--- config.mk ---
export PLATFORM = sky130hd
export DESIGN_NAME = player_bullet_pool
export DESIGN_NICKNAME = d
export VERILOG_FILES = /design/src/rtl/game_pkg.sv /design/src/rtl/player_bullet_slot.sv /design/src/rtl/player_bullet_pool.sv
export SDC_FILE = /design/constraint.sdc
export NUM_CORES = 1
export LEC_CHECK = 0
export CAP_MARGIN = 25
export CORE_MARGIN = 3
export CORE_UTILIZATION = 60
export DETAILED_ROUTE_END_ITERATION = 6
export HOLD_SLACK_MARGIN = 0.15
export PLACE_DENSITY = 0.88
export SYNTH_ARGS = -nofsm -noshare
export SYNTH_HDL_FRONTEND = slang
export SYNTH_SLANG_ARGS = --single-unit
--- constraint.sdc ---
create_clock -name clk -period 10.8 [get_ports clk]
set_input_delay 1.62 -clock clk [delete_from_list [all_inputs] [get_ports clk]]
set_output_delay 1.62 -clock clk [all_outputs]
set_load 0.05 [all_outputs]
--- src/rtl/game_pkg.sv ---
// Shared game geometry and timing constants plus signed-coordinate helpers.
package game_pkg;

  typedef logic signed [10:0] xpos_t;
  typedef logic signed [9:0]  ypos_t;
  typedef logic signed [11:0] wide_t;
  typedef logic [3:0]         cd_t;

  localparam wide_t BULLET_STEP_X  = 12'sd8;
  localparam wide_t BULLET_X       = 12'sd4;
  localparam wide_t BULLET_Y       = 12'sd4;
  localparam wide_t PLAYER_X       = 12'sd16;
  localparam wide_t PLAYER_Y       = 12'sd32;
  localparam wide_t SQUAT_PLAYER_Y = 12'sd16;
  localparam wide_t MAP_X          = 12'sd320;
  localparam cd_t   FIRE_COOLDOWN  = 4'd8;

  function automatic wide_t sext_x(input xpos_t v);
    return {v[10], v};
  endfunction

  function automatic wide_t sext_y(input ypos_t v);
    return {{2{v[9]}}, v};
  endfunction

endpackage

--- src/rtl/player_bullet_slot.sv ---
// One player-bullet slot: spawn load, per-tick motion, enemy collision and off-map retirement.
module player_bullet_slot
  import game_pkg::*;
(
  input  logic               clk,
  input  logic               rst_n,
  input  logic               i_tick,
  input  logic               i_spawn,
  input  logic signed [10:0] i_spawn_x,
  input  logic signed [9:0]  i_spawn_y,
  input  logic signed [10:0] i_x_enemy,
  input  logic signed [9:0]  i_y_enemy,
  input  logic               i_enemy_defend,
  input  logic               i_enemy_q,
  output logic signed [10:0] o_x,
  output logic signed [9:0]  o_y,
  output logic               o_active,
  output logic               o_hit,
  output logic               o_block
);

  logic signed [10:0] r_x;
  logic signed [9:0]  r_y;
  logic               r_active;

  wide_t w_xn;
  wide_t w_y;
  wide_t w_ye;
  wide_t w_h;
  logic  w_coll;
  logic  w_off;

  always_comb begin
    w_xn   = sext_x(r_x) + BULLET_STEP_X;
    w_y    = sext_y(r_y);
    w_ye   = sext_y(i_y_enemy);
    w_h    = i_enemy_q ? SQUAT_PLAYER_Y : PLAYER_Y;
    w_coll = r_active
          && (w_xn + BULLET_X > sext_x(i_x_enemy) - PLAYER_X)
          && !((w_y - BULLET_Y > w_ye + w_h) || (w_y + BULLET_Y < w_ye - w_h));
    // Collision wins over leaving the map on the same tick.
    w_off   = r_active && !w_coll && (w_xn > MAP_X - BULLET_X);
    o_hit   = i_tick && w_coll && !i_enemy_defend;
    o_block = i_tick && w_coll && i_enemy_defend;
  end

  always_ff @(posedge clk or negedge rst_n) begin
    if (!rst_n) begin
      r_x      <= '0;
      r_y      <= '0;
      r_active <= 1'b0;
    end else if (i_tick) begin
      if (i_spawn) begin
        r_active <= 1'b1;
        r_x      <= i_spawn_x;
        r_y      <= i_spawn_y;
      end else if (r_active) begin
        if (w_coll || w_off) begin
          r_active <= 1'b0;
        end else begin
          r_x <= 11'(w_xn);
        end
      end
    end
  end

  assign o_x      = r_x;
  assign o_y      = r_y;
  assign o_active = r_active;

endmodule

--- src/rtl/player_bullet_pool.sv ---
// Player bullet pool: slot allocation, fire cooldown and per-tick hit/blocked accounting.
module player_bullet_pool
  import game_pkg::*;
#(
  parameter int unsigned NUM_BULLETS = 3
) (
  input  logic                                   clk,
  input  logic                                   rst_n,
  input  logic                                   i_tick,
  input  logic                                   i_attack,
  input  logic                                   i_defend,
  input  logic signed [10:0]                     i_x_player,
  input  logic signed [9:0]                      i_y_player,
  input  logic signed [10:0]                     i_x_enemy,
  input  logic signed [9:0]                      i_y_enemy,
  input  logic                                   i_enemy_defend,
  input  logic                                   i_enemy_q,
  output logic [NUM_BULLETS-1:0][10:0]           o_x,
  output logic [NUM_BULLETS-1:0][9:0]            o_y,
  output logic [NUM_BULLETS-1:0]                 o_is_e,
  output logic [$clog2(NUM_BULLETS+1)-1:0]       o_hit_cnt,
  output logic                                   o_blocked,
  output logic                                   o_busy
);

  localparam int unsigned CntW = $clog2(NUM_BULLETS + 1);

  logic [NUM_BULLETS-1:0] w_active;
  logic [NUM_BULLETS-1:0] w_hit;
  logic [NUM_BULLETS-1:0] w_block;
  logic [NUM_BULLETS-1:0] w_spawn;
  logic                   w_found;
  logic                   w_fire;
  logic signed [10:0]     w_spawn_x;
  logic [CntW-1:0]        w_hit_sum;
  logic                   w_any_block;
  cd_t                    w_cd_d;

  cd_t                    r_cd;
  logic                   r_busy;
  logic [CntW-1:0]        r_hit_cnt;
  logic                   r_blocked;

  assign w_spawn_x = 11'(sext_x(i_x_player) + PLAYER_X + BULLET_X);

  // A cooldown that reaches zero on this very tick does not hold back the next shot.
  assign w_fire = i_tick && i_attack && !i_defend && (r_cd <= 4'd1) && (|(~w_active));

  always_comb begin
    w_spawn = '0;
    w_found = 1'b0;
    for (int i = 0; i < int'(NUM_BULLETS); i++) begin
      if (!w_found && !w_active[i]) begin
        w_spawn[i] = w_fire;
        w_found    = 1'b1;
      end
    end
  end

  always_comb begin
    w_hit_sum   = '0;
    w_any_block = 1'b0;
    for (int i = 0; i < int'(NUM_BULLETS); i++) begin
      w_hit_sum   = w_hit_sum + CntW'(w_hit[i]);
      w_any_block = w_any_block | w_block[i];
    end
  end

  always_comb begin
    w_cd_d = r_cd;
    if (w_fire) begin
      w_cd_d = FIRE_COOLDOWN;
    end else if (i_tick && r_cd != 4'd0) begin
      w_cd_d = r_cd - 4'd1;
    end
  end

  always_ff @(posedge clk or negedge rst_n) begin
    if (!rst_n) begin
      r_cd      <= '0;
      r_busy    <= 1'b0;
      r_hit_cnt <= '0;
      r_blocked <= 1'b0;
    end else begin
      r_cd      <= w_cd_d;
      r_busy    <= (w_cd_d != 4'd0);
      r_hit_cnt <= w_hit_sum;
      r_blocked <= w_any_block;
    end
  end

  for (genvar g = 0; g < int'(NUM_BULLETS); g++) begin : g_slot
    player_bullet_slot u_slot (
      .clk           (clk),
      .rst_n         (rst_n),
      .i_tick        (i_tick),
      .i_spawn       (w_spawn[g]),
      .i_spawn_x     (w_spawn_x),
      .i_spawn_y     (i_y_player),
      .i_x_enemy     (i_x_enemy),
      .i_y_enemy     (i_y_enemy),
      .i_enemy_defend(i_enemy_defend),
      .i_enemy_q     (i_enemy_q),
      .o_x           (o_x[g]),
      .o_y           (o_y[g]),
      .o_active      (w_active[g]),
      .o_hit         (w_hit[g]),
      .o_block       (w_block[g])
    );
  end

  assign o_is_e    = w_active;
  assign o_hit_cnt = r_hit_cnt;
  assign o_blocked = r_blocked;
  assign o_busy    = r_busy;

endmodule

=== Word level (Yosys, flattened, before mapping) ===
Cells that the tools add are included.
W data, S select, Z words.

* Register bits: 74
* Input port bits: 49
* Output and inout bits: 70
* Logic and storage cells: 135

* $add $sub $neg: 20
* Order comparisons: 13
* Equality and inequality tests: 3
* Muxes and demuxes: 26
* Bitwise logic cells: 3
* Reduce and logical (&&, ||, !) cells: 57

{| class="wikitable"
|+ Operators by type and width
! kind !! count
|-
| $mux W11 || 9
|-
| $gt A12 B12 Y1 || 6
|-
| $add A11 B5 Y12 const B || 3
|-
| $add A12 B4 Y12 const B || 3
|-
| $gt A12 B10 Y1 const B || 3
|-
| $lt A12 B12 Y1 || 3
|-
| $add A10 B4 Y11 const B || 3
|-
| $sub A10 B4 Y11 const B || 3
|-
| $logic_and A1 B1 Y1 || 28
|-
| $mux W1 || 14
|-
| $sub A11 B6 Y12 const B || 1
|-
| $add A10 B7 Y11 || 1
|-
| $add A11 B4 Y11 const B || 1
|-
| $add A11 B6 Y11 const B || 1
|-
| $logic_not A1 Y1 || 11
|-
| $sub A10 B7 Y11 || 1
|-
| $reduce_and A3 Y1 || 3
|-
| $mux W4 || 2
|-
| $reduce_bool A4 Y1 || 2
|-
| $logic_or A1 B1 Y1 || 6
|-
| $mux W6 || 1
|-
| $ne A2 B1 Y1 const B || 3
|-
| $reduce_and A2 Y1 || 3
|-
| $reduce_bool A2 Y1 || 3
|-
| 7 further kinds || 8
|}

=== Longest topological paths before layout ===
* Depth in word-level cells: 13
* Mapped depth: 18
* Gate-level depth less buffers: 17

=== Hierarchy ===
Synthesis repeated with hierarchy kept, for this count alone.

* Cell total of the unflattened synthesis: 1,015
* Area, all modules: 8,680.8 sq um

{| class="wikitable"
|+ Modules (own cells, without submodules)
! module !! times used !! cells each !! area each (sq um) !! seq. area each (sq um)
|-
| player_bullet_slot (g_slot[0].u_slot ...) || 2 || 322 || 2,676.3 || 550.5
|-
| player_bullet_slot (g_slot[1].u_slot) || 1 || 312 || 2,717.6 || 550.5
|-
| player_bullet_pool || 1 || 59 || 610.6 || 200.2
|}

=== Worst setup path after synthesis ===
No wires, ideal clock.

* Kind: input to register
* Start point: in i_y_enemy[4]
* End point: reg r_hit_cnt[0], in the netlist o_hit_cnt[0]
* Library setup time: 136 ps
* Arrival: 4,356 ps
* Data required time: 10,664 ps
* Slack: 6,308 ps
* Stages: 13
* Buffers on the path: 0
* Cell sequence: ha_1 > fa_1 > nand3_1 > xnor2_1 > ha_1 > o21a_1 > a2111oi_0 > o21ai_0 > o21ai_0 > and4b_1 > nand2_1 > nor2_1 > fa_1

* Cells in the longest elaborated chain, start to end: 9
* Elaborated cells between the ends (all ways): 25
* Classes of those cells: add/sub: 4; order compare: 6; reduce/logical: 15

{| class="wikitable"
|+ Ends and longest elaborated chain
! what !! RTL line !! source
|-
| start, declared || player_bullet_pool.sv:15 || <nowiki>input logic signed [9:0] i_y_enemy,</nowiki>
|-
| $add A10 B7 Y11 / $sub A10 B7 Y11 (equally long branches) || player_bullet_slot.sv:40 || <nowiki>&& !((w_y - BULLET_Y > w_ye + w_h) || (w_y + BULLET_Y < w_ye - w_h));</nowiki>
|-
| $gt A12 B12 Y1 / $lt A12 B12 Y1 (equally long branches) || player_bullet_slot.sv:40 ||
|-
| $logic_or A1 B1 Y1 || player_bullet_slot.sv:40 ||
|-
| $logic_not A1 Y1 || player_bullet_slot.sv:40 ||
|-
| $logic_and A1 B1 Y1 || player_bullet_slot.sv:40 ||
|-
| $logic_and A1 B1 Y1 (2 in series) || player_bullet_slot.sv:43 || <nowiki>o_hit = i_tick && w_coll && !i_enemy_defend;</nowiki>
|-
| $add A1 B1 Y2 || player_bullet_pool.sv:64 || <nowiki>w_hit_sum = w_hit_sum + CntW'(w_hit[i]);</nowiki>
|-
| $add A2 B1 Y2 * || player_bullet_pool.sv:64 ||
|-
| net w_hit_sum[0] || player_bullet_pool.sv:35 || <nowiki>logic [CntW-1:0] w_hit_sum;</nowiki>
|-
| end signal, assigned || player_bullet_pool.sv:87 || <nowiki>r_hit_cnt <= w_hit_sum;</nowiki>
|-
| end, declared || player_bullet_pool.sv:41 || <nowiki>logic [CntW-1:0] r_hit_cnt;</nowiki>
|}

Mark *: on every way through the listed nets, which the timed path passes. The rest lies on a longest branch.
A chain may end at the register's enable or synchronous reset.

=== Worst setup path after layout ===
* Start point: in i_enemy_q
* End point: reg r_hit_cnt[0], in the netlist o_hit_cnt[0]

* Cells in the longest elaborated chain, start to end: 10
* Elaborated cells between the ends (all ways): 26
* Classes of those cells: add/sub: 4; order compare: 6; mux: 1; reduce/logical: 15

{| class="wikitable"
|+ Ends and longest elaborated chain
! what !! RTL line !! source
|-
| start, declared || player_bullet_pool.sv:17 || <nowiki>input logic i_enemy_q,</nowiki>
|-
| $mux W6 * || player_bullet_slot.sv:37 || <nowiki>w_h = i_enemy_q ? SQUAT_PLAYER_Y : PLAYER_Y;</nowiki>
|-
| $add A10 B7 Y11 / $sub A10 B7 Y11 (equally long branches) || player_bullet_slot.sv:40 ||
|-
| $gt A12 B12 Y1 / $lt A12 B12 Y1 (equally long branches) || player_bullet_slot.sv:40 ||
|-
| $logic_or A1 B1 Y1 || player_bullet_slot.sv:40 ||
|-
| $logic_not A1 Y1 || player_bullet_slot.sv:40 ||
|-
| $logic_and A1 B1 Y1 || player_bullet_slot.sv:40 ||
|-
| $logic_and A1 B1 Y1 (2 in series) || player_bullet_slot.sv:43 ||
|-
| $add A1 B1 Y2 || player_bullet_pool.sv:64 ||
|-
| $add A2 B1 Y2 * || player_bullet_pool.sv:64 ||
|-
| net w_hit_sum[0] || player_bullet_pool.sv:35 ||
|}

Marks and branches as above.

==> results.tsv <==
metric	value	unit
clock skew	0.00747	ns
crit share post-route	50.2	%
Detailed Routing Iterations Pass 1	6	
via count	7572	
max_cap viols	0	
mean post-synth cell area	8.19	um^2
HP Class	flip-flop to flip-flop	
Worst Path Max Fanout	4	
VDD IR max	0.240	mV
GRT Residual Overflow	0	
slew margin rel.	47.9	%
Worst-Margin Slew	0.778	ns
DRC Markers	0	
placed cell areas	8840	um^2
first-pass GRT wire length	36.7	mm
total wire length	23.1	mm
Die H	119	um
Final Setup Violations	0	
Routed Antenna Nets	0	
DR vias/cell	6.33	
CTS clock-pin slew for the worst setup and hold paths	0.06	ns
Seq cells post-synth	74	
root buffer selected by CTS	clkbuf_16	
number of enable flip-flop cells after synthesis	0	
leakage	4.23	nW
fill cell count	901	
# nets final	1192	
ys async rst share	100	%
ratio of cells with drive above 1 in the final layout	3.99	%
ANT cells	0	
Core ar.	12200	um^2
RSZ-0062 raised after global routing	no	
Final Max Tran Viols	0	
postcts setup bufs	0	
synthesized instance count	927	
YS warnings	0	
initial antenna violation count	0	
Final GP Congestion	0.960	
crit path DAT	5.64	ns
cts bufs inserted	9	
CTS Buffer Depth	2	
Clock Latency Late Sink	0.35	ns
unique cell type count in the Yosys netlist	74	
vias in the first global route	7108	
R2R Setup Slk	6.01	ns
worst path required time	11.02	ns
CTS resizes	0	
# IOs	119	
PwrDens	211	nW/um^2
sequential cell area fraction in the yosys report	24.4	%
IO Port Bufs	118	
Synth Cell Area	7590	um^2
CP Launch Type	input port	
Hold Fails Final Rpt	0	
Die ar.	14000	um^2
final core occ	75.0	%
status	completed	
row count	40	
Mapped Nets	1096	
Die X	119	um
area delta synth->final	20.6	%
post-route setup TNS	0	ns
GR Util All Layers	32.8	%
Power, Total	0.00194	W
H-tree levels	3	
TritonCTS clock tree	done	
ys flop type	dfrtp_1	
Clock Sinks	74	
# hold bufs at CTS	0	
f_max	185	MHz
WHS	0.555	ns
CP Capture Type	flip-flop	
Wirelength per Cell	19.3	um
largest net degree at the start of global routing	75	
fin crit period	5.42	ns
Iter 0 DRT Violations	938	
Initial Utilization	62.2	%
design area	9160	um^2
CP Class	input port to flip-flop	
HPWL Detailed	17.7	mm
## cells by family (layout without fill, tap and decap cells)
logic type	after synthesis	after routing	synth area share, %
AO/OA/AOI/OAI	196	196	17.1
AND/OR/NAND/NOR	342	342	21.8
buffers and inverters	97	198	5.19
multiplexers	5	5	0.675
XOR/XNOR	91	91	10.5
flip-flops	74	74	24.4
adder cells (fa/ha/maj)	122	122	20.3
## cell usage in the layout (no fill, tap or decap), types with 13 or more instances in the layout
master,netlist,layout
nand2_1,136,136
ha_1,117,117
clkdlybuf4s50_1,0,117
dfrtp_1,74,74
xnor2_1,60,60
inv_1,58,58
nor2_1,54,54
o21ai_0,47,47
a21oi_1,39,39
nand3_1,36,36
xor2_1,31,31
nor3_1,22,22
a21o_1,18,18
nand4_1,16,16
o211ai_1,14,14
a31oi_1,13,13
## cell type report
class / count / area [um^2] / share of cell area, %
clock buffers: 13 / 240 / 2.62
repair buffers: 124 / 1250 / 13.6
well taps: 168 / 210 / 2.29
flip-flops and latches: 74 / 1850 / 20.2
multi-input cells: 756 / 5350 / 58.4
inverters: 58 / 218 / 2.38
clock inverters: 3 / 40.0 / 0.437
## routing by layer
layer | track usage [%] | up-vias | wire (um)
li1 | - | 3492 | -
met1 | 42.8 | 3566 | 9260
met2 | 51.4 | 412 | 10400
met3 | 7.99 | 102 | 2390
met4 | 15.1 | 0 | 1110
met5 | 0 | - | 0
## power by group
group	leakage (nW)	internal, W	switching, W	total, W
clock network	0.138	0.000178	0.000120	0.000298
registers	0.898	0.000353	0.000144	0.000497
logic	3.20	0.000445	0.000696	0.00114
## stage by stage
| step | worst slack (ns) | cells |
|---|---|---|
| final | 5.38 | 1196 |
| after global routing | 5.16 | 1196 |
| after CTS | 5.46 | 1194 |
| after detailed placement | 5.11 | 1178 |
| after global placement | 5.09 | 1177 |
| after floorplan | 6.31 | 927 |
## path summary, 6_finish.rpt
path | from | cells after the start | to
hold / removal | r_cd[3] | 2 | r_cd[3]
hold reg to reg | r_cd[3] | 2 | r_cd[3]
min in group asynchronous | rst_n | 1 | r_cd[3]
setup / recovery | i_enemy_q | 15 | o_hit_cnt[0]
max in group asynchronous | rst_n | 2 | g_slot[2].u_slot.o_y[8]
setup reg to reg | g_slot[2].u_slot.o_x[3] | 15 | g_slot[2].u_slot.o_x[10]
## worst max-delay path: stages
cell	delay, ns
clkdlybuf4s50_1	0.54
inv_1	0.12
ha_1	0.30
a21oi_1	0.14
nor2b_1	0.09
xnor2_1	0.42
ha_1	0.34
a211o_1	0.30
a2111oi_0	0.37
o21ai_0	0.14
o21ai_0	0.26
and4b_1	0.32
nand2_1	0.11
nor2_1	0.17
fa_1	0.41
## registers in the layout, indices dropped and copies added, names as in the netlist
| name | cells |
|---|---|
| g_slot.u_slot.o_x | 33 |
| g_slot.u_slot.o_active | 3 |
| r_cd | 4 |
| o_busy | 1 |
| o_hit_cnt | 2 |
| g_slot.u_slot.o_y | 30 |
| o_blocked | 1 |
## Yosys cell counts, drive strengths merged (10+ instances only)
master | number | area (um^2)
nand2 | 136 | 510
ha | 117 | 1460
dfrtp | 74 | 1850
xnor2 | 60 | 526
inv | 58 | 218
nor2 | 56 | 220
o21ai | 49 | 249
a21oi | 39 | 195
nand3 | 38 | 208
xor2 | 31 | 272
clkbuf | 30 | 115
nor3 | 22 | 110
a21o | 18 | 135
nand4 | 16 | 100
o211ai | 14 | 105
a31oi | 13 | 81.3
a211o | 10 | 87.6
nor2b | 10 | 62.6
Note: power is estimated with default switching activity, not from simulation.
